## config.mk

```make
export PLATFORM = sky130hd
export DESIGN_NAME = im_port_arbiter_flat
export DESIGN_NICKNAME = d
export VERILOG_FILES = /design/src/rtl/im_port_arbiter_if.sv /design/src/rtl/im_port_arbiter.sv /design/src/flat_wrapper.sv
export SDC_FILE = /design/constraint.sdc
export NUM_CORES = 1
export LEC_CHECK = 0
export CAP_MARGIN = 30
export CORE_MARGIN = 4
export CORE_UTILIZATION = 39
export CTS_CLUSTER_SIZE = 28
export DETAILED_ROUTE_END_ITERATION = 10
export GPL_TIMING_DRIVEN = 0
export PLACE_DENSITY = 0.85
export SYNTH_ARGS = -nofsm -noshare
export SYNTH_HDL_FRONTEND = slang
export SYNTH_SLANG_ARGS = --single-unit
```

## constraint.sdc

```tcl
create_clock -name clk -period 4.5 [get_ports clk]
set_input_delay 0.9 -clock clk [delete_from_list [all_inputs] [get_ports clk]]
set_output_delay 0.9 -clock clk [all_outputs]
set_load 0.05 [all_outputs]
```

## src/rtl/im_port_arbiter_if.sv

```systemverilog
// Fetch, loader and instruction-memory signal bundle
// for the instruction-memory port arbiter.
interface im_port_arbiter_if #(
  parameter int AW = 16
);
  logic          if_req;
  logic [AW-1:0] if_addr;
  logic [15:0]   if_instr;
  logic          if_vld;
  logic          if_stall;

  logic          ld_req;
  logic          ld_we;
  logic [AW-1:0] ld_addr;
  logic [15:0]   ld_wdata;
  logic          ld_gnt;
  logic [15:0]   ld_rdata;
  logic          ld_vld;

  logic [AW-1:0] mem_addr;
  logic          mem_rd_en;
  logic          mem_wr_en;
  logic [15:0]   mem_wdata;
  logic [15:0]   mem_rdata;

  modport slave (
    input  if_req, if_addr,
    output if_instr, if_vld, if_stall,
    input  ld_req, ld_we, ld_addr, ld_wdata,
    output ld_gnt, ld_rdata, ld_vld,
    output mem_addr, mem_rd_en, mem_wr_en, mem_wdata,
    input  mem_rdata
  );

  modport master (
    output if_req, if_addr,
    input  if_instr, if_vld, if_stall,
    output ld_req, ld_we, ld_addr, ld_wdata,
    input  ld_gnt, ld_rdata, ld_vld,
    input  mem_addr, mem_rd_en, mem_wr_en, mem_wdata,
    output mem_rdata
  );
endinterface

```

## src/rtl/im_port_arbiter.sv

```systemverilog
// Shares the single-ported instruction memory between fetch
// (default owner) and a loader port with bounded bursts.
module im_port_arbiter #(
  parameter int MAX_BURST = 8,
  parameter int AW        = 16
) (
  input logic              clk,
  input logic              rst_n,
  im_port_arbiter_if.slave bus
);

  typedef enum logic [1:0] {
    S_FETCH = 2'd0,
    S_LOAD  = 2'd1,
    S_YIELD = 2'd2
  } state_t;

  localparam logic [7:0] CNT_MAX = 8'(MAX_BURST - 1);

  state_t        state, state_nxt;
  logic [7:0]    burst_cnt, cnt_nxt;
  logic          fetch_gnt;
  logic          ld_gnt;
  logic [AW-1:0] addr;
  logic          rd_en;
  logic          wr_en;
  logic [15:0]   wdata;

  assign fetch_gnt = bus.if_req &
                     (state == S_FETCH || state == S_YIELD);
  assign ld_gnt    = bus.ld_req & (state == S_LOAD);

  assign bus.ld_gnt    = ld_gnt;
  assign bus.if_stall  = bus.if_req & ~fetch_gnt;
  assign bus.mem_addr  = addr;
  assign bus.mem_rd_en = rd_en;
  assign bus.mem_wr_en = wr_en;
  assign bus.mem_wdata = wdata;

  always_comb begin
    state_nxt = state;
    cnt_nxt   = burst_cnt;
    unique case (state)
      S_FETCH: begin
        if (bus.ld_req) begin
          state_nxt = S_LOAD;
          cnt_nxt   = 8'd0;
        end
      end
      S_LOAD: begin
        if (!bus.ld_req) begin
          state_nxt = S_FETCH;
          cnt_nxt   = 8'd0;
        end else if (burst_cnt == CNT_MAX
                     && bus.if_req) begin
          state_nxt = S_YIELD;
          cnt_nxt   = 8'd0;
        end else if (burst_cnt != CNT_MAX) begin
          cnt_nxt = burst_cnt + 8'd1;
        end
      end
      S_YIELD: begin
        cnt_nxt   = 8'd0;
        state_nxt = bus.ld_req ? S_LOAD : S_FETCH;
      end
      default: begin
        state_nxt = S_FETCH;
        cnt_nxt   = 8'd0;
      end
    endcase
  end

  // Grants are mutually exclusive by state, so one mux suffices.
  always_comb begin
    addr  = bus.if_addr;
    rd_en = 1'b0;
    wr_en = 1'b0;
    wdata = 16'h0000;
    unique case (1'b1)
      fetch_gnt: rd_en = 1'b1;
      ld_gnt: begin
        addr  = bus.ld_addr;
        rd_en = ~bus.ld_we;
        wr_en = bus.ld_we;
        wdata = bus.ld_wdata;
      end
      default: ;
    endcase
  end

  always_ff @(posedge clk or negedge rst_n) begin
    if (!rst_n) begin
      state     <= S_FETCH;
      burst_cnt <= 8'd0;
    end else begin
      state     <= state_nxt;
      burst_cnt <= cnt_nxt;
    end
  end

  always_ff @(posedge clk or negedge rst_n) begin
    if (!rst_n) begin
      bus.if_instr <= 16'h0000;
      bus.if_vld   <= 1'b0;
      bus.ld_rdata <= 16'h0000;
      bus.ld_vld   <= 1'b0;
    end else begin
      bus.if_vld <= fetch_gnt;
      if (fetch_gnt)
        bus.if_instr <= bus.mem_rdata;
      bus.ld_vld <= ld_gnt & ~bus.ld_we;
      if (ld_gnt && !bus.ld_we)
        bus.ld_rdata <= bus.mem_rdata;
    end
  end

endmodule
```

## src/flat_wrapper.sv

```systemverilog
// flat-port wrapper written by rule: the top's interface ports become plain ports
module im_port_arbiter_flat 
#(
  parameter int MAX_BURST = 8,
  parameter int AW        = 16
)
  (clk, rst_n, bus_if_req, bus_if_addr, bus_if_instr, bus_if_vld, bus_if_stall, bus_ld_req, bus_ld_we, bus_ld_addr, bus_ld_wdata, bus_ld_gnt, bus_ld_rdata, bus_ld_vld, bus_mem_addr, bus_mem_rd_en, bus_mem_wr_en, bus_mem_wdata, bus_mem_rdata);
  im_port_arbiter_if #(.AW(AW)) bus_i ();
  input logic clk;
  input logic rst_n;
  input wire logic [$bits(bus_i.if_req)-1:0] bus_if_req;
  input wire logic [$bits(bus_i.if_addr)-1:0] bus_if_addr;
  output wire logic [$bits(bus_i.if_instr)-1:0] bus_if_instr;
  output wire logic [$bits(bus_i.if_vld)-1:0] bus_if_vld;
  output wire logic [$bits(bus_i.if_stall)-1:0] bus_if_stall;
  input wire logic [$bits(bus_i.ld_req)-1:0] bus_ld_req;
  input wire logic [$bits(bus_i.ld_we)-1:0] bus_ld_we;
  input wire logic [$bits(bus_i.ld_addr)-1:0] bus_ld_addr;
  input wire logic [$bits(bus_i.ld_wdata)-1:0] bus_ld_wdata;
  output wire logic [$bits(bus_i.ld_gnt)-1:0] bus_ld_gnt;
  output wire logic [$bits(bus_i.ld_rdata)-1:0] bus_ld_rdata;
  output wire logic [$bits(bus_i.ld_vld)-1:0] bus_ld_vld;
  output wire logic [$bits(bus_i.mem_addr)-1:0] bus_mem_addr;
  output wire logic [$bits(bus_i.mem_rd_en)-1:0] bus_mem_rd_en;
  output wire logic [$bits(bus_i.mem_wr_en)-1:0] bus_mem_wr_en;
  output wire logic [$bits(bus_i.mem_wdata)-1:0] bus_mem_wdata;
  input wire logic [$bits(bus_i.mem_rdata)-1:0] bus_mem_rdata;
  assign bus_i.if_req = bus_if_req;
  assign bus_i.if_addr = bus_if_addr;
  assign bus_if_instr = bus_i.if_instr;
  assign bus_if_vld = bus_i.if_vld;
  assign bus_if_stall = bus_i.if_stall;
  assign bus_i.ld_req = bus_ld_req;
  assign bus_i.ld_we = bus_ld_we;
  assign bus_i.ld_addr = bus_ld_addr;
  assign bus_i.ld_wdata = bus_ld_wdata;
  assign bus_ld_gnt = bus_i.ld_gnt;
  assign bus_ld_rdata = bus_i.ld_rdata;
  assign bus_ld_vld = bus_i.ld_vld;
  assign bus_mem_addr = bus_i.mem_addr;
  assign bus_mem_rd_en = bus_i.mem_rd_en;
  assign bus_mem_wr_en = bus_i.mem_wr_en;
  assign bus_mem_wdata = bus_i.mem_wdata;
  assign bus_i.mem_rdata = bus_mem_rdata;
  im_port_arbiter #(.MAX_BURST(MAX_BURST), .AW(AW)) u_core (.clk(clk), .rst_n(rst_n), .bus(bus_i));
endmodule
```

==> flow_summary.json <==
{
  "worstHoldStart": "u_core.bus.if_instr[0]$_DFFE_PN0P_",
  "fin_worst_skew_ps": 7.446,
  "detail_route.iter0.violations": 86,
  "place_inst": 409,
  "worst_r2r_endpoint": "u_core.burst_cnt[3]$_DFFE_PN0P_",
  "dp_hpwl_mm": 5.065,
  "final.period_utilization_pct": 93.16,
  "final-instance-count-excl-fill": 416,
  "top_cells_by_area_synth": "dfrtp_1 51%, mux2_2 17%, nand2_1 9.2%",
  "area_of_the_core_region_sq_um": 5238,
  "fin_setup_tns_ps": 0,
  "number_of_antenna_violations_at_the_first_check_in_global_routing": 0,
  "worst-r2r-cell-count": 5,
  "worst_min_delay_path_class": "reg2reg",
  "die_area_sq_um": 6788,
  "unrepaired_setup_endpoints_after_global_routing": "no",
  "layout.filler_cells": 369,
  "power_density_nw_per_um2": 447.1,
  "tightestPinTransition_ps": 538.5,
  "fraction_of_layout_instances_using_a_drive_strength_above_1_pct": 16.76,
  "worstSetupEndpointType": "output port",
  "cts_sinks": 44,
  "endpoint_of_the_worst_hold_timing_path": "u_core.bus.if_instr[0]$_DFFE_PN0P_",
  "dr_total_vias": 2013,
  "cts_root_buf": "clkbuf_8",
  "wl_per_cell_um": 15.45,
  "critical_path.max_fanout": 10,
  "drt_first_pass_iters": 4,
  "overflow": 0,
  "cts_buffers": 5,
  "post_synth_inst_count": 200,
  "synth_top_area_share_pct": 51.01,
  "worst_hold_path.num_cells": 1,
  "synth_seq_area_share_pct": 51.01,
  "initial_utilization_pct": 41.21,
  "syn2layout_area_growth_pct": 74.72,
  "tritoncts": "built",
  "data_required_time_at_the_worst_endpoint_ps": 3600,
  "floorplan.die.width_um": 82.39,
  "port-buffer-count": 138,
  "period_needed_ps": 4192,
  "total_track_usage_pct": 18.93,
  "clockBufferDepth": 2,
  "postRouteWirelength_mm": 6.428,
  "finish.net_count": 417,
  "worst-r2r-setup-slack_ps": 2520,
  "worst_ir_drop_vdd_mv": 0.4392,
  "finalSetupViolCount": 0,
  "clk-insertion-delay-late_ps": 290,
  "cts_repair_resize_count": 0,
  "clock_input_transition_at_the_sequential_cells_of_the_worst_setup_and_hold_paths_ps": 80,
  "rr_startpoint": "u_core.burst_cnt[0]$_DFFE_PN0P_",
  "number_of_core_rows": 26,
  "maxCapViolations": 0,
  "fin_max_slew_vios": 0,
  "routabilityCongestion": 0.8321,
  "n_diodes": 0,
  "die_height_um": 82.39,
  "synthesis.yosys.warnings": 0,
  "slew-limit-headroom_pct": 63.99,
  "synth_nets": 271,
  "postSynth.asyncResetShare_pct": 100.0,
  "synth_edf_count": 0,
  "start_kind": "input pin",
  "drt_drc_violations_left": 0,
  "grt_max_degree": 30,
  "worstSetupPathType": "in2out",
  "cts.repair_timing.setup_buffer_count": 0,
  "hold_viol": 0,
  "synth_seq_cells": 44,
  "synth_area_per_cell_sq_um": 10.79,
  "max_freq_ghz": 0.2385,
  "wire_length_of_the_first_global_routing_pass_mm": 9.611,
  "yosys.cell_types.count": 34,
  "grt_pass1_vias": 2017,
  "netlist_area_sq_um": 2158,
  "ys_dominant_reg_cell": "dfrtp_1",
  "synth_largest_area_cell": "dfrtp_1",
  "leakage_power_of_the_design_nw": 1.682,
  "detail-route-antenna-nets": 0,
  "drt-vias-per-instance": 4.839,
  "cts-hold-fix-buffers": 0,
  "run_status": "complete, no violations",
  "boundaryPins": 139,
  "clock_tree.htree_level_count": 2,
  "worst_ep_arrival_time_ps": 3290
}
[flip-flops by register name (all words and copies together) (netlist names)]
signal,cells
u_core.burst_cnt,8
u_core.bus.if_instr,16
u_core.bus.if_vld,1
u_core.bus.ld_rdata,16
u_core.bus.ld_vld,1
u_core.state,2
[Yosys cell counts, types with 2 or more instances]
master	instances
a211o_1	2
a211o_2	3
a21o_1	3
a21oi_1	2
and2_1	18
and3_1	3
buf_2	4
clkbuf_1	3
dfrtp_1	44
ha_1	2
inv_1	3
mux2_2	32
nand2_1	53
nand3_1	3
nor2_1	3
nor3_1	4
[critical path, stage by stage]
cell,delay (ps)
clkdlybuf4s50_1,450
nand3b_2,190
clkbuf_1,400
clkbuf_1,360
nand2_1,90
nand2_1,80
clkdlybuf4s50_1,820
[report_power, final]
| part | switching (W) | internal (W) |
|---|---|---|
| combinational | 0.000513 | 0.000308 |
| sequential | 0.0000427 | 0.000475 |
| clock | 0.000129 | 0.000218 |
| total | 0.000685 | 0.00100 |
[cell type report]
| cell class | instances | area [sq um] | area share [%] |
|---|---|---|---|
| timing repair buffer | 139 | 1396 | 37.03 |
| sequential | 44 | 1101 | 29.20 |
| multi-input combinational | 145 | 1007 | 26.71 |
| tap | 70 | 87.58 | 2.322 |
| clock buffer | 5 | 68.82 | 1.825 |
| clock inverter | 2 | 60.06 | 1.593 |
| buffer | 8 | 38.79 | 1.029 |
| inverter | 3 | 11.26 | 0.2986 |
[routing by layer]
layer  vias to the layer above  global-route usage, %  wire length, um  share of wire, %
met5                         -                      0                0                 0
met4                         0                  5.482               85               1.3
met3                         8                  11.28             1064                17
met2                       105                  31.25             2948                46
met1                       925                  20.36             2329                36
li1                        975                      -                -                 -
[placed cells by master (no fill, tap or decap), types with 2 or more instances in the layout]
cell type,instances
clkdlybuf4s50_1,137
and2_1,18
dfrtp_1,44
nand3_1,3
a21oi_1,2
nand2_1,53
clkbuf_8,5
a21o_1,3
nor2_1,3
a211o_2,3
inv_1,3
a211o_1,2
clkbuf_1,3
and3_1,3
mux2_2,32
nor3_1,4
buf_2,5
bufinv_16,2
ha_1,2
[stage by stage]
stage	power (W)	setup slack [ps]	utilization, %	hold slack [ps]	instance area (sq um)
detailed placement	0.001351	259.2	69.54	492.8	3642
CTS	0.001704	271.7	72.00	511.9	3771
global route	0.001764	92.33	72.00	527.3	3771
global placement	0.001337	234.6	69.25	487.0	3627
finish	0.001686	307.7	72.00	507.3	3771
floorplan	0.001028	1222	-	515.3	2158
[logic make-up after synthesis]
family / after synthesis / synth area share (%)
adder cells (fa/ha/maj): 2 / 1.159
AND/OR/NAND/NOR: 95 / 21.86
flip-flops: 44 / 51.01
AO/OA/AOI/OAI: 16 / 6.957
multiplexers: 32 / 16.70
buffers and inverters: 11 / 2.319
[how the worst max path moves through the flow]
stage               depth (start not counted)         endpoint        from  slack, ps
floorplan                                   3    bus_mem_rd_en  bus_ld_req       1220
global placement                            7  bus_mem_addr[6]  bus_ld_req        230
detailed placement                          7  bus_mem_addr[6]  bus_ld_req        260
CTS                                         7  bus_mem_addr[6]  bus_ld_req        270
global route                                7  bus_mem_addr[8]  bus_ld_req         90
finish                                      7  bus_mem_addr[9]  bus_ld_req        310
No activity file was read; power rests on OpenSTA's default activity.
